===== config.mk =====
export PLATFORM = sky130hd
export DESIGN_NAME = sentinel_key_conditioner_flat
export DESIGN_NICKNAME = d
export VERILOG_FILES = /design/src/rtl/sentinel_key_conditioner_if.sv /design/src/rtl/sentinel_key_conditioner.sv /design/src/flat_wrapper.sv
export SDC_FILE = /design/constraint.sdc
export NUM_CORES = 1
export LEC_CHECK = 0
export ABC_AREA = 0
export BUFFER_PORTS_ARGS = -buffer_cell sky130_fd_sc_hd__buf_2
export CAP_MARGIN = 25
export CORE_MARGIN = 3
export CORE_UTILIZATION = 45
export DETAILED_ROUTE_END_ITERATION = 8
export RECOVER_POWER = 100
export SLEW_MARGIN = 10
export SYNTH_ARGS = -nofsm -noshare
export SYNTH_HDL_FRONTEND = slang
export SYNTH_SLANG_ARGS = --single-unit

===== constraint.sdc =====
create_clock -name clk -period 7.6 [get_ports clk]
set_input_delay 1.9 -clock clk [delete_from_list [all_inputs] [get_ports clk]]
set_output_delay 1.9 -clock clk [all_outputs]
set_load 0.05 [all_outputs]

===== src/rtl/sentinel_key_conditioner_if.sv =====
// rtl/sentinel_key_conditioner_if.sv - key conditioner handshake bundle
// master drives enable and raw key lines; slave is the conditioner itself.
interface sentinel_key_conditioner_if;
  logic       ena;
  logic [7:0] key_raw;
  logic [7:0] key_stable;
  logic       key_valid;
  logic       key_new;
  logic       auth_ok;
  logic       lockout;
  logic [3:0] fail_count;

  modport master (
    output ena, key_raw,
    input  key_stable, key_valid, key_new, auth_ok, lockout, fail_count
  );

  modport slave (
    input  ena, key_raw,
    output key_stable, key_valid, key_new, auth_ok, lockout, fail_count
  );
endinterface


===== src/rtl/sentinel_key_conditioner.sv =====
// rtl/sentinel_key_conditioner.sv - DIP key synchroniser, debouncer and attempt policing
// Optional timed lockout after repeated failures: define SENTINEL_LOCKOUT_EN.
module sentinel_key_conditioner #(
  parameter logic [7:0]  KEY_VALUE    = 8'hB6,
  parameter int unsigned DEBOUNCE_CYC = 1000,
  parameter int unsigned MAX_FAILS    = 3,
  parameter int unsigned LOCKOUT_CYC  = 50000
) (
  input  logic                        clk,
  input  logic                        rst_n,
  sentinel_key_conditioner_if.slave   bus
);

  localparam logic [15:0] DB_MAX   = 16'(DEBOUNCE_CYC);
  localparam logic [3:0]  FAIL_MAX = 4'(MAX_FAILS);

`ifdef SENTINEL_LOCKOUT_EN
  localparam logic [23:0] LOCK_LOAD = 24'(LOCKOUT_CYC - 1);
  typedef enum logic [1:0] {ARMED, GRANTED, LOCKOUT} state_e;
  logic [23:0] lock_tmr_q, lock_tmr_d;
`else
  typedef enum logic [1:0] {ARMED, GRANTED} state_e;
`endif

  logic [7:0]  s1_q, s2_q;
  logic [7:0]  cand_q, cand_d;
  logic [7:0]  stable_q, stable_d;
  logic [15:0] db_cnt_q, db_cnt_d;
  logic        key_new_q, key_new_d;
  logic [3:0]  fail_q, fail_d;
  state_e      state_q, state_d;

  always_ff @(posedge clk or negedge rst_n) begin
    if (!rst_n) begin
      s1_q       <= '0;
      s2_q       <= '0;
      cand_q     <= '0;
      stable_q   <= '0;
      db_cnt_q   <= '0;
      key_new_q  <= 1'b0;
      fail_q     <= '0;
      state_q    <= ARMED;
`ifdef SENTINEL_LOCKOUT_EN
      lock_tmr_q <= '0;
`endif
    end else begin
      s1_q       <= bus.key_raw;
      s2_q       <= s1_q;
      cand_q     <= cand_d;
      stable_q   <= stable_d;
      db_cnt_q   <= db_cnt_d;
      key_new_q  <= key_new_d;
      fail_q     <= fail_d;
      state_q    <= state_d;
`ifdef SENTINEL_LOCKOUT_EN
      lock_tmr_q <= lock_tmr_d;
`endif
    end
  end

  // A pending commit pulse is held while disabled so the FSM still sees it on resume.
  always_comb begin
    cand_d    = cand_q;
    stable_d  = stable_q;
    db_cnt_d  = db_cnt_q;
    key_new_d = key_new_q;
    if (bus.ena) begin
      key_new_d = 1'b0;
      if (s2_q != cand_q) begin
        cand_d   = s2_q;
        db_cnt_d = '0;
      end else if (db_cnt_q != DB_MAX) begin
        db_cnt_d = db_cnt_q + 16'd1;
        if ((db_cnt_q + 16'd1 == DB_MAX) && (cand_q != stable_q)) begin
          stable_d  = cand_q;
          key_new_d = 1'b1;
        end
      end
    end
  end

  always_comb begin
    state_d = state_q;
    fail_d  = fail_q;
`ifdef SENTINEL_LOCKOUT_EN
    lock_tmr_d = lock_tmr_q;
`endif
    if (bus.ena) begin
`ifdef SENTINEL_LOCKOUT_EN
      if (state_q == LOCKOUT) begin
        // Exit does not re-evaluate the held key; a fresh commit is needed.
        if (lock_tmr_q == '0) begin
          state_d = ARMED;
          fail_d  = '0;
        end else begin
          lock_tmr_d = lock_tmr_q - 24'd1;
        end
      end else if (key_new_q) begin
        if (stable_q == KEY_VALUE) begin
          state_d = GRANTED;
          fail_d  = '0;
        end else if (fail_q + 4'd1 < FAIL_MAX) begin
          state_d = ARMED;
          fail_d  = fail_q + 4'd1;
        end else begin
          state_d    = LOCKOUT;
          fail_d     = FAIL_MAX;
          lock_tmr_d = LOCK_LOAD;
        end
      end
`else
      if (key_new_q) begin
        if (stable_q == KEY_VALUE) begin
          state_d = GRANTED;
          fail_d  = '0;
        end else begin
          state_d = ARMED;
          fail_d  = (fail_q == 4'hF) ? fail_q : fail_q + 4'd1;
        end
      end
`endif
    end
  end

  assign bus.key_stable = stable_q;
  assign bus.key_valid  = (db_cnt_q == DB_MAX);
  assign bus.key_new    = key_new_q & bus.ena;
  assign bus.auth_ok    = (state_q == GRANTED) & bus.ena;
  assign bus.fail_count = fail_q;
`ifdef SENTINEL_LOCKOUT_EN
  assign bus.lockout    = (state_q == LOCKOUT);
`else
  assign bus.lockout    = 1'b0;
`endif

endmodule

===== src/flat_wrapper.sv =====
// flat-port wrapper written by rule: the top's interface ports become plain ports
module sentinel_key_conditioner_flat 
#(
  parameter logic [7:0]  KEY_VALUE    = 8'hB6,
  parameter int unsigned DEBOUNCE_CYC = 1000,
  parameter int unsigned MAX_FAILS    = 3,
  parameter int unsigned LOCKOUT_CYC  = 50000
)
  (clk, rst_n, bus_ena, bus_key_raw, bus_key_stable, bus_key_valid, bus_key_new, bus_auth_ok, bus_lockout, bus_fail_count);
  sentinel_key_conditioner_if bus_i ();
  input  logic clk;
  input  logic rst_n;
  input wire logic [$bits(bus_i.ena)-1:0] bus_ena;
  input wire logic [$bits(bus_i.key_raw)-1:0] bus_key_raw;
  output wire logic [$bits(bus_i.key_stable)-1:0] bus_key_stable;
  output wire logic [$bits(bus_i.key_valid)-1:0] bus_key_valid;
  output wire logic [$bits(bus_i.key_new)-1:0] bus_key_new;
  output wire logic [$bits(bus_i.auth_ok)-1:0] bus_auth_ok;
  output wire logic [$bits(bus_i.lockout)-1:0] bus_lockout;
  output wire logic [$bits(bus_i.fail_count)-1:0] bus_fail_count;
  assign bus_i.ena = bus_ena;
  assign bus_i.key_raw = bus_key_raw;
  assign bus_key_stable = bus_i.key_stable;
  assign bus_key_valid = bus_i.key_valid;
  assign bus_key_new = bus_i.key_new;
  assign bus_auth_ok = bus_i.auth_ok;
  assign bus_lockout = bus_i.lockout;
  assign bus_fail_count = bus_i.fail_count;
  sentinel_key_conditioner #(.KEY_VALUE(KEY_VALUE), .DEBOUNCE_CYC(DEBOUNCE_CYC), .MAX_FAILS(MAX_FAILS), .LOCKOUT_CYC(LOCKOUT_CYC)) u_core (.clk(clk), .rst_n(rst_n), .bus(bus_i));
endmodule

==> reports/results.md, run 1 <==
Finish
* **diodes inserted** 0
* **area taken by flip-flops and latches** 1351 um2
* **Layout Cell Area excl Fill** 2856 um2
* **Net count, final** 278
* **share of layout cells above drive strength 1** 0.1208
* **footprint of the multi-input gates** 1177 um2
* **Final Core Density** 0.5094
* **layout filler cell count** 557
* **P&R area growth vs syn** 7.537%

Floorplanning
* **initial standard-cell utilization of the core** 0.4737
* **area of the placeable core** 5608 um2
* **vertical die dimension** 82.83 um
* **die width** 82.83 um
* **Die ar.** 6861 um2
* **count of pins on the block boundary** 27
* **Std-Cell Rows** 27

Worst setup path
* **kind of launch point of the worst setup path** primary input
* **cell class contributing the biggest share of worst-path delay** buffers and inverters
* **cell occurring most often along the worst timing path** clkbuf_1
* **slowest CP cell** clkbuf_1
* **critical path start-end classification** in2out
* **critical-path maximum fanout** 9
* **Crit path required time** 5.70 ns
* **capturing element type of the critical path** primary output
* **crit path buf inv count** 3
* **sequence of cells on the critical path** clkbuf_1 > nand2_1 > inv_1 > clkbuf_1
* **Critical Path AT** 2.98 ns
* **delay of the slowest cell on the worst path** 0.49 ns

Clock tree
* **number of clock sinks** 54
* **buffer levels on the longest clock path** 2
* **number of hold buffers added after CTS** 0
* **clock insertion delay at the later pin of the skew report** 0.31 ns
* **CTS tree** yes
* **master cell of the clock root buffer** clkbuf_8
* **number of CTS-inserted buffers** 5
* **htree depth** 2
* **number of setup buffers added after CTS** 0
* **post-cts sizing count** 0
* **clock-pin slew on the worst setup and hold paths** 0.10 ns

Route
* **overall via count from detail_route** 1885
* **count of unresolved DRC violations after routing** 0
* **number of nets with antenna violations after routing** 0
* **average via count per standard cell** 5.593
* **detailed router's first-iteration violation count** 154
* **detailed-routing iteration count for the pre-antenna-repair pass** 4
* **routed wire length** 5.062 mm
* **Wirelength per Cell** 15.02 um

Synth
* **synthesized area per cell** 10.93 um2
* **flop and latch count out of synthesis** 54
* **Synth area leaders** dfrtp_1, mux2_4, mux2_2
* **cell with the most instances after synthesis** dfrtp_1
* **Post-Syn Area** 2656 um2
* **Mapped Cells** 243
* **share of Yosys cell area claimed by the top area cell type** 0.5087
* **ranking of synthesized cells by instance count** dfrtp_1, o21ai_0, nand2_1, nor2_1, nand4_1
* **sequential element share of the synthesized area** 0.5087
* **Primary FF master, synth** dfrtp_1
* **Yosys warnings** 0
* **cell type contributing the most total cell area after synthesis** dfrtp_1
* **synth unique cells** 45
* **post-synthesis async set-or-reset flop share** 1.000
* **number of enable flip-flop cells after synthesis** 0
* **synthesized netlist net count** 257

Global route
* **met1 layer usage reported by global route** 0.2244
* **layer carrying the most global-route usage** met1
* **initial antenna violation count** 0
* **via count of the first global-routing pass** 1744
* **largest net degree at the start of global routing** 55
* **first-pass GRT wire length** 8.611 mm
* **met2 usage in global routing** 0.2230
* **met3 track utilization from global routing** 0.04266
* **global router's overall resource usage** 0.1531
* **total congestion overflow after global routing** 0

Timing
* **Period Utilization, post-route** 0.6418
* **Period minus WS final** 4.878 ns
* **unrepaired setup endpoints after global routing** no
* **final count of hold timing violations** 0
* **Slew Limit Headroom** -0.8405
* **number of pins with negative max-slew slack in the final report** 55
* **clock skew after layout** 0.007311 ns
* **number of failing setup endpoints in the final timing report** 0
* **Worst Tran Pin Value** 2.761 ns
* **Max Freq** 205.0 MHz
* **TNS Setup** 0 ns

Status
* **violated checks** capacitance limit, slew limit
* **run status** finished, violations left

Pwr
* **P_sw** 135.4 uW
* **IR Drop Worst-Case VDD** 0.0001007 V
* **switch share** 0.2630
* **total chip power** 515.1 uW
* **Clk network pwr share** 0.333
* **cell internal power dissipation** 379.6 uW
* **logic gate share of total power** 0.072
* **Leakage Power** 1.196 nW
* **sequential power share** 0.594
* **total power per unit cell area** 180.3 nW/um2

Placement
* **Post-DP HPWL** 3.446 mm
* **PortBufs** 25
* **post-placement cell area** 2808 um2
* **weighted congestion reported at the end of routability-driven placement** 0.8159

Hold path
* **type of the tightest min-delay check** reg2reg

Flow run
* **max-cap viol count** 1

==> through the flow <==
step / setup WS [ns] / instances / hold WS, ns
floorplan: 3.093 / 243 / 0.3312
global placement: 3.116 / 328 / 0.3317
detailed placement: 3.090 / 328 / 0.3355
CTS: 3.092 / 336 / 0.3600
global route: 2.585 / 337 / 0.3705
finish: 2.722 / 337 / 0.3593
==> path summary, 6_finish.rpt <==
path                                    startpoint                  endpoint  slack [ns]  cells after the start
worst max-delay path                       bus_ena               bus_key_new        2.72                      4
worst min-delay path                u_core.s1_q[7]            u_core.s2_q[7]        0.36                      0
worst max register to register  u_core.db_cnt_q[0]  u_core.bus.key_stable[6]        4.52                      7
worst min register to register      u_core.s1_q[7]            u_core.s2_q[7]        0.36                      0
max in group asynchronous                    rst_n       u_core.db_cnt_q[14]        3.50                      2
min in group asynchronous                    rst_n  u_core.bus.fail_count[1]        2.55                      2
==> kinds of logic (layout without fill, tap and decap cells) <==
| family | count (synthesis) | count (layout) | synth area share |
|---|---|---|---|
| compound gates | 48 | 48 | 0.1121 |
| mux | 18 | 18 | 0.08761 |
| buf+inv | 20 | 42 | 0.03674 |
| fa+ha+maj | 3 | 3 | 0.01413 |
| flops | 54 | 54 | 0.5087 |
| xor+xnor | 18 | 18 | 0.05935 |
| other cells | 1 | 1 | 0.001412 |
| simple gates | 81 | 81 | 0.1799 |
==> final cells by class <==
class / instances / area share
inverters: 7 / 0.009198
clock inverters: 3 / 0.009198
repair buffers: 27 / 0.04074
well taps: 72 / 0.03154
flip-flops and latches: 54 / 0.4731
multi-input cells: 169 / 0.4122
clock buffers: 5 / 0.02409
==> state kept, by name, summed over array words and instances (netlist names) <==
signal and count:
u_core.s2_q 8, u_core.cand_q 8, u_core.s1_q 8, u_core.bus.key_stable 8, u_core.state_q 1, u_core.db_cnt_q 16, u_core.bus.fail_count 4, u_core.key_new_q 1
==> placed cells by master, fill, tap and decap left out, types with 3 or more instances in the layout <==
cell and instances:
buf_2 9, mux2_2 10, nor2b_1 4, a31oi_1 4, or4_1 3, o31ai_1 5, nor2_1 15, mux2_1 8
xnor2_1 8, a21oi_1 7, ha_1 3, xor2_1 10, clkbuf_8 5, and3_1 5, nor4_1 3, nor3_1 3
nand2_1 15, nand4_1 11, inv_1 7, dfrtp_1 54, o21ai_0 19, nand3_1 9, clkbuf_1 17
==> layer usage <==
layer	vias to the layer above	wire [um]
met1	914	2520
met4	0	34
li1	929	-
met3	4	221
met5	-	0
met2	38	2285
==> power groups by stage <==
stage	clock, mW	sequential, mW	combinational (mW)
2_1_floorplan	0	0.313	0.0236
3_3_place_gp	0	0.312	0.0382
6_report	0.172	0.306	0.0372
3_5_place_dp	0	0.312	0.0384
5_1_grt	0.191	0.308	0.0415
4_1_cts	0.176	0.306	0.0385
Power figures use the tool's default switching activity.
==> inputs of run 2 (changes only) <==
Clock period 7.6 ns to 4.62 ns, I/O delays scaled along.
==> run 2 against run 1 <==
The run now ends clean. Via count grew 1.6%. Sequential share of layout area grew 0.083 points. Core utilization shrank 0.089 points. Global-route usage grew 0.52 points. Non-clock buffer count grew 1. Design area shrank 0.18%. Die area is the same. Clock-buffer cell count is the same. Register-to-register slack lost 2.9 ns. Sequential cell count is the same. Cell count grew 0.30%. Clock skew grew 0.0031 ns.
==> reports/results.md, run 2 (synthesis results as in run 1) <==
Flow run
* **max-cap viol count** 0, -1

Global route
* **first-pass GRT wire length** 8.914 mm, +3.5%
* **total congestion overflow after global routing** 0, unchanged
* **global router's overall resource usage** 0.1583, +0.005231
* **largest net degree at the start of global routing** 55, unchanged
* **via count of the first global-routing pass** 1844, +5.7%
* **initial antenna violation count** 0, unchanged

Pwr
* **IR Drop Worst-Case VDD** 0.0002245 V, +120%
* **P_sw** 215.3 uW, +59%
* **sequential power share** 0.600, +0.006
* **Clk network pwr share** 0.331, -0.002
* **total power per unit cell area** 294.5 nW/um2, +63%
* **total chip power** 839.7 uW, +63%
* **switch share** 0.2564, -0.006618
* **logic gate share of total power** 0.069, -0.003
* **Leakage Power** 1.200 nW, +0.35%
* **cell internal power dissipation** 624.4 uW, +64%

Clock tree
* **htree depth** 2, unchanged
* **master cell of the clock root buffer** clkbuf_8
* **number of clock sinks** 54, unchanged
* **clock-pin slew on the worst setup and hold paths** 0.10 ns, about the same
* **post-cts sizing count** 0, unchanged
* **clock insertion delay at the later pin of the skew report** 0.31 ns, about the same
* **CTS tree** yes
* **buffer levels on the longest clock path** 2, unchanged
* **number of setup buffers added after CTS** 0, unchanged
* **number of CTS-inserted buffers** 5, unchanged
* **number of hold buffers added after CTS** 0, unchanged

Timing
* **Period minus WS final** 3.419 ns
* **final count of hold timing violations** 0, unchanged
* **clock skew after layout** 0.01041 ns, +0.003099 ns
* **Period Utilization, post-route** 0.7400
* **unrepaired setup endpoints after global routing** no
* **Worst Slack Setup Final** 1.201 ns, -1.521 ns
* **number of failing setup endpoints in the final timing report** 0, unchanged
* **number of pins with negative max-slew slack in the final report** 0, -100%
* **Slew Limit Headroom** 0.4908, +1.331
* **Max Freq** 292.5 MHz
* **TNS Setup** 0 ns, unchanged
* **Worst Tran Pin Value** 0.7558 ns, -2.005 ns

Placement
* **post-placement cell count** 328, unchanged
* **Post-DP HPWL** 3.534 mm, +2.5%
* **weighted congestion reported at the end of routability-driven placement** 0.8477, +3.9%
* **PortBufs** 25, unchanged
* **minimum setup slack after placement** 1.352 ns, -1.738 ns

Worst setup path
* **slowest CP cell** clkbuf_1
* **cell occurring most often along the worst timing path** clkbuf_1
* **cell class contributing the biggest share of worst-path delay** buffers and inverters
* **instance count on the critical path** 4, unchanged
* **Crit path required time** 3.46 ns, -2.24 ns
* **sequence of cells on the critical path** clkbuf_1 > nand2_1 > inv_1 > clkbuf_1
* **count of cells along the worst register-to-register path** 7, unchanged
* **capturing element type of the critical path** primary output
* **crit path buf inv count** 3, unchanged
* **Critical Path AT** 2.26 ns, -0.72 ns
* **critical-path maximum fanout** 9, unchanged
* **critical path start-end classification** in2out
* **kind of launch point of the worst setup path** primary input
* **delay of the slowest cell on the worst path** 0.49 ns, about the same

Status
* **run status** finished clean

Finish
* **Final Core Density** 0.5085, -0.0008930
* **P&R area growth vs syn** 7.348%
* **max reg flops** 16, unchanged
* **most frequent standard cell in the layout excluding fill and tap cells** dfrtp_1
* **footprint of the multi-input gates** 1162 um2, -1.3%
* **diodes inserted** 0, unchanged
* **Net count, final** 279, +0.36%
* **layout filler cell count** 555, -0.36%
* **final standard cell count with taps included and fillers excluded** 338, +0.30%
* **area taken by flip-flops and latches** 1351 um2, unchanged
* **share of layout cells above drive strength 1** 0.1203, -0.0004540
* **leading cell types in the layout, fill and taps excluded** dfrtp_1, o21ai_0, clkbuf_1, nand2_1, nor2_1
* **register bank with the most flops** u_core.db_cnt_q

Floorplanning
* **Die ar.** 6861 um2, unchanged
* **Std-Cell Rows** 27, unchanged
* **vertical die dimension** 82.83 um, unchanged
* **die width** 82.83 um, unchanged
* **count of pins on the block boundary** 27, unchanged
* **initial standard-cell utilization of the core** 0.4737, unchanged
* **area of the placeable core** 5608 um2, unchanged

Route
* **count of unresolved DRC violations after routing** 0, unchanged
* **number of nets with antenna violations after routing** 0, unchanged
* **detailed-routing iteration count for the pre-antenna-repair pass** 4, unchanged
* **routed wire length** 5.169 mm, +2.1%
* **average via count per standard cell** 5.666, +1.3%
* **overall via count from detail_route** 1915, +1.6%
* **Wirelength per Cell** 15.29 um, +1.8%
* **detailed router's first-iteration violation count** 110, -29%

Hold path
* **type of the tightest min-delay check** reg2reg
* **number of instances on the worst hold path** 0, unchanged

## run 2: cell count changes in the layout (fill, tap and decap cells not counted), sizes merged
cell and change:
inv -1, clkinv +1, buf +1
## run 2: routing by layer
| metal | vias to the layer above | global-route usage | share of wire |
|---|---|---|---|
| li1 | 926 | - | - |
| met1 | 942 | 0.2173 | 0.49 |
| met5 | - | 0 | 0 |
| met3 | 6 | 0.04167 | 0.043 |
| met2 | 41 | 0.2398 | 0.45 |
| met4 | 0 | 0.06092 | 0.014 |
## run 2: worst paths after layout
path / startpoint / to / slack (ns)
setup / recovery: bus_ena / bus_key_new / 1.20
hold / removal: u_core.s1_q[4] / u_core.s2_q[4] / 0.36
setup reg to reg: u_core.db_cnt_q[1] / u_core.bus.key_stable[0] / 1.65
hold reg to reg: u_core.s1_q[4] / u_core.s2_q[4] / 0.36
max in group asynchronous: rst_n / u_core.s1_q[0] / 3.24
min in group asynchronous: rst_n / u_core.bus.fail_count[0] / 0.94
## run 2: cell type report
| cell class | count | share of cell area |
|---|---|---|
| Sequential cell | 54 | 0.4739 |
| Multi-Input combinational cell | 169 | 0.4076 |
| Timing Repair Buffer | 28 | 0.04344 |
| Tap cell | 72 | 0.03159 |
| Clock buffer | 5 | 0.02413 |
| Clock inverter | 3 | 0.01009 |
| Inverter | 7 | 0.009215 |
## run 2: power by group through the flow
stage,logic (mW),clock network (mW),registers [mW]
floorplan,0.0387,0,0.515
global placement,0.0623,0,0.513
detailed placement,0.0635,0,0.514
CTS,0.0637,0.289,0.504
global route,0.0656,0.312,0.507
finish,0.0581,0.278,0.504
## run 2: through the flow
| step | hold WS (ns) | cell area (um2) |
|---|---|---|
| 2_1_floorplan | 0.3312 | 2656 |
| 3_3_place_gp | 0.3318 | 2808 |
| 3_5_place_dp | 0.3347 | 2808 |
| 4_1_cts | 0.3598 | 2905 |
| 5_1_grt | 0.3710 | 2851 |
| 6_report | 0.3561 | 2851 |
==> inputs of run 3 (changes only) <==
Settings changed: PLACE_DENSITY from default to 0.66.
Clock period 4.62 ns to 3 ns, I/O delays scaled along.
==> run 3 against run 2 <==
The flow now finishes with violations (capacitance limit, slew limit). Via count hardly changed. Sequential power rose by 54%. Sequential cell count unchanged. Sequential share of layout area down 0.98 points. Clock power increased by 55%. Design area up 2.1%. Critical path depth up 2. Non-clock buffer count up 4. Setup slack lost 0.94 ns. Cell count increased by 1.2%. Register-to-register slack worse by 1.4 ns. Critical path type is now reg2reg.
==> reports/results.md, run 3 (synthesis results as in run 1) <==
Finish
* **layout filler cell count** 517, -6.8%
* **share of layout cells above drive strength 1** 0.1630, +0.04266
* **register bank with the most flops** u_core.db_cnt_q
* **Net count, final** 283, +1.4%
* **P&R area growth vs syn** 9.609%
* **max reg flops** 16, unchanged
* **leading cell types in the layout, fill and taps excluded** dfrtp_1, o21ai_0, clkbuf_1, nand2_1, nor2_1
* **diodes inserted** 0, unchanged
* **most frequent standard cell in the layout excluding fill and tap cells** dfrtp_1

Timing
* **clock skew after layout** 0.008046 ns, -0.002364 ns
* **Max Freq** 364.9 MHz
* **final count of hold timing violations** 0, unchanged
* **Period minus WS final** 2.740 ns
* **Worst Tran Pin Value** 1.663 ns, +0.9073 ns
* **number of failing setup endpoints in the final timing report** 0, unchanged
* **number of pins with negative max-slew slack in the final report** 34, +34
* **minimum hold slack** 0.3568 ns, +0.0006720 ns
* **unrepaired setup endpoints after global routing** no
* **Period Utilization, post-route** 0.9134
* **TNS Setup** 0 ns, unchanged
* **Slew Limit Headroom** -0.1088, -0.5996

Floorplanning
* **die width** 82.83 um, unchanged
* **Std-Cell Rows** 27, unchanged
* **area of the placeable core** 5608 um2, unchanged
* **count of pins on the block boundary** 27, unchanged
* **initial standard-cell utilization of the core** 0.4737, unchanged
* **Die ar.** 6861 um2, unchanged
* **vertical die dimension** 82.83 um, unchanged

Route
* **Wirelength per Cell** 14.49 um, -5.3%
* **routed wire length** 4.954 mm, -4.2%
* **detailed-routing iteration count for the pre-antenna-repair pass** 4, unchanged
* **count of unresolved DRC violations after routing** 0, unchanged
* **number of nets with antenna violations after routing** 0, unchanged
* **average via count per standard cell** 5.602, -1.1%
* **overall via count from detail_route** 1916, +0.052%
* **detailed router's first-iteration violation count** 138, +25%

Worst setup path
* **cell class contributing the biggest share of worst-path delay** simple AND/OR/NAND/NOR gates
* **critical path start-end classification** reg2reg
* **crit path buf inv count** 0, -3
* **kind of launch point of the worst setup path** flop
* **capturing element type of the critical path** flop
* **count of cells along the worst register-to-register path** 6, -1
* **slowest CP cell** or4_4
* **capture instance of the worst register-to-register path** u_core.bus.key_stable[3]
* **minimum setup slack among reg-to-reg paths** 0.26 ns, -1.39 ns
* **sequence of cells on the critical path** xor2_1 > nor4_1 > nand2_2 > or4_1 > or4_4 > mux2_4
* **critical-path maximum fanout** 9, unchanged
* **delay of the slowest cell on the worst path** 0.54 ns, +0.05 ns
* **Critical Path AT** 2.95 ns, +0.69 ns
* **worst reg2reg startpoint** u_core.cand_q[6]
* **Crit path required time** 3.21 ns, -0.25 ns

Hold path
* **terminating pin of the worst hold path** u_core.s2_q[6]
* **Worst Hold Launch** u_core.s1_q[6]
* **type of the tightest min-delay check** reg2reg
* **number of instances on the worst hold path** 0, unchanged

Global route
* **initial antenna violation count** 0, unchanged
* **global router's overall resource usage** 0.1544, -0.003870
* **largest net degree at the start of global routing** 34, -38%
* **total congestion overflow after global routing** 0, unchanged
* **via count of the first global-routing pass** 1868, +1.3%
* **first-pass GRT wire length** 8.838 mm, -0.85%

Flow run
* **max-cap viol count** 1, +1

Status
* **violated checks** capacitance limit, slew limit
* **run status** finished, violations left

Clock tree
* **CTS tree** yes
* **number of clock sinks** 54, unchanged
* **number of setup buffers added after CTS** 0, unchanged
* **clock-pin slew on the worst setup and hold paths** 0.10 ns, about the same
* **master cell of the clock root buffer** clkbuf_8
* **htree depth** 2, unchanged
* **number of CTS-inserted buffers** 5, unchanged
* **buffer levels on the longest clock path** 2, unchanged
* **clock insertion delay at the later pin of the skew report** 0.31 ns, about the same

Pwr
* **total power per unit cell area** 445.3 nW/um2, +51%
* **total chip power** 1.296 mW, +54%
* **IR Drop Worst-Case VDD** 0.0003090 V, +38%
* **Leakage Power** 1.235 nW, +2.9%

Placement
* **PortBufs** 25, unchanged
* **weighted congestion reported at the end of routability-driven placement** 0.8983, +6.0%
* **Post-DP HPWL** 3.541 mm, +0.20%

## run 3: layer usage
layer	track usage	share of wire	routed length [um]	up-vias
li1	-	-	-	937
met1	0.2184	0.50	2469	932
met3	0.03571	0.042	206	7
met4	0.05052	0.013	65	0
met2	0.2347	0.45	2212	40
met5	0	0	0	-
## run 3: worst reg2reg max path: cells and delay by family, from the launching register on
family | cells | cell delay, ns
xor gates and xnor gates | 1 | 0.19
and+or+nand+nor | 4 | 1.66
DFF | 1 | 0.46
muxes | 1 | 0.33
## run 3: how the worst max path moves through the flow
stage | cells after the start | end | startpoint | slack (ns)
floorplan | 3 | bus_key_valid | u_core.db_cnt_q[4] | 0.29
global placement | 6 | u_core.bus.key_stable[7] | bus_ena | 0.25
detailed placement | 8 | u_core.bus.key_stable[3] | u_core.db_cnt_q[0] | 0.20
CTS | 8 | u_core.bus.key_stable[3] | u_core.db_cnt_q[0] | 0.18
global route | 6 | u_core.bus.key_stable[2] | u_core.cand_q[6] | 0.08
finish | 6 | u_core.bus.key_stable[3] | u_core.cand_q[6] | 0.26
## run 3: area by class of cell
| cell class | count | area [um2] | share of cell area |
|---|---|---|---|
| clock inverter | 3 | 28.78 | 0.009884 |
| multi-input combinational | 169 | 1202 | 0.4130 |
| inverter | 7 | 26.28 | 0.009025 |
| sequential | 54 | 1351 | 0.4641 |
| timing repair buffer | 32 | 143.9 | 0.04942 |
| tap | 72 | 90.09 | 0.03094 |
| clock buffer | 5 | 68.82 | 0.02364 |
## run 3: repair_timing
action,4_1_cts,5_1_grt
endpoints found under the hold margin,0,0
endpoints found under the setup margin,0,8
hold buffers,0,0
gates resized for setup,0,1
## run 3: stage by stage
stage | area, um2 | util | setup WS, ns | instances
2_1_floorplan | 2663 | - | 0.2919 | 243
3_3_place_gp | 2859 | 0.5098 | 0.2497 | 334
3_5_place_dp | 2859 | 0.5098 | 0.2046 | 334
4_1_cts | 2957 | 0.5272 | 0.1781 | 342
5_1_grt | 2912 | 0.5192 | 0.08493 | 342
6_report | 2912 | 0.5192 | 0.2598 | 342
## run 3: report_power, final
group / switching [mW] / total, mW / internal [mW]
combinational: 0.0525 / 0.0887 / 0.0362
sequential: 0.0246 / 0.776 / 0.752
clock: 0.258 / 0.431 / 0.173
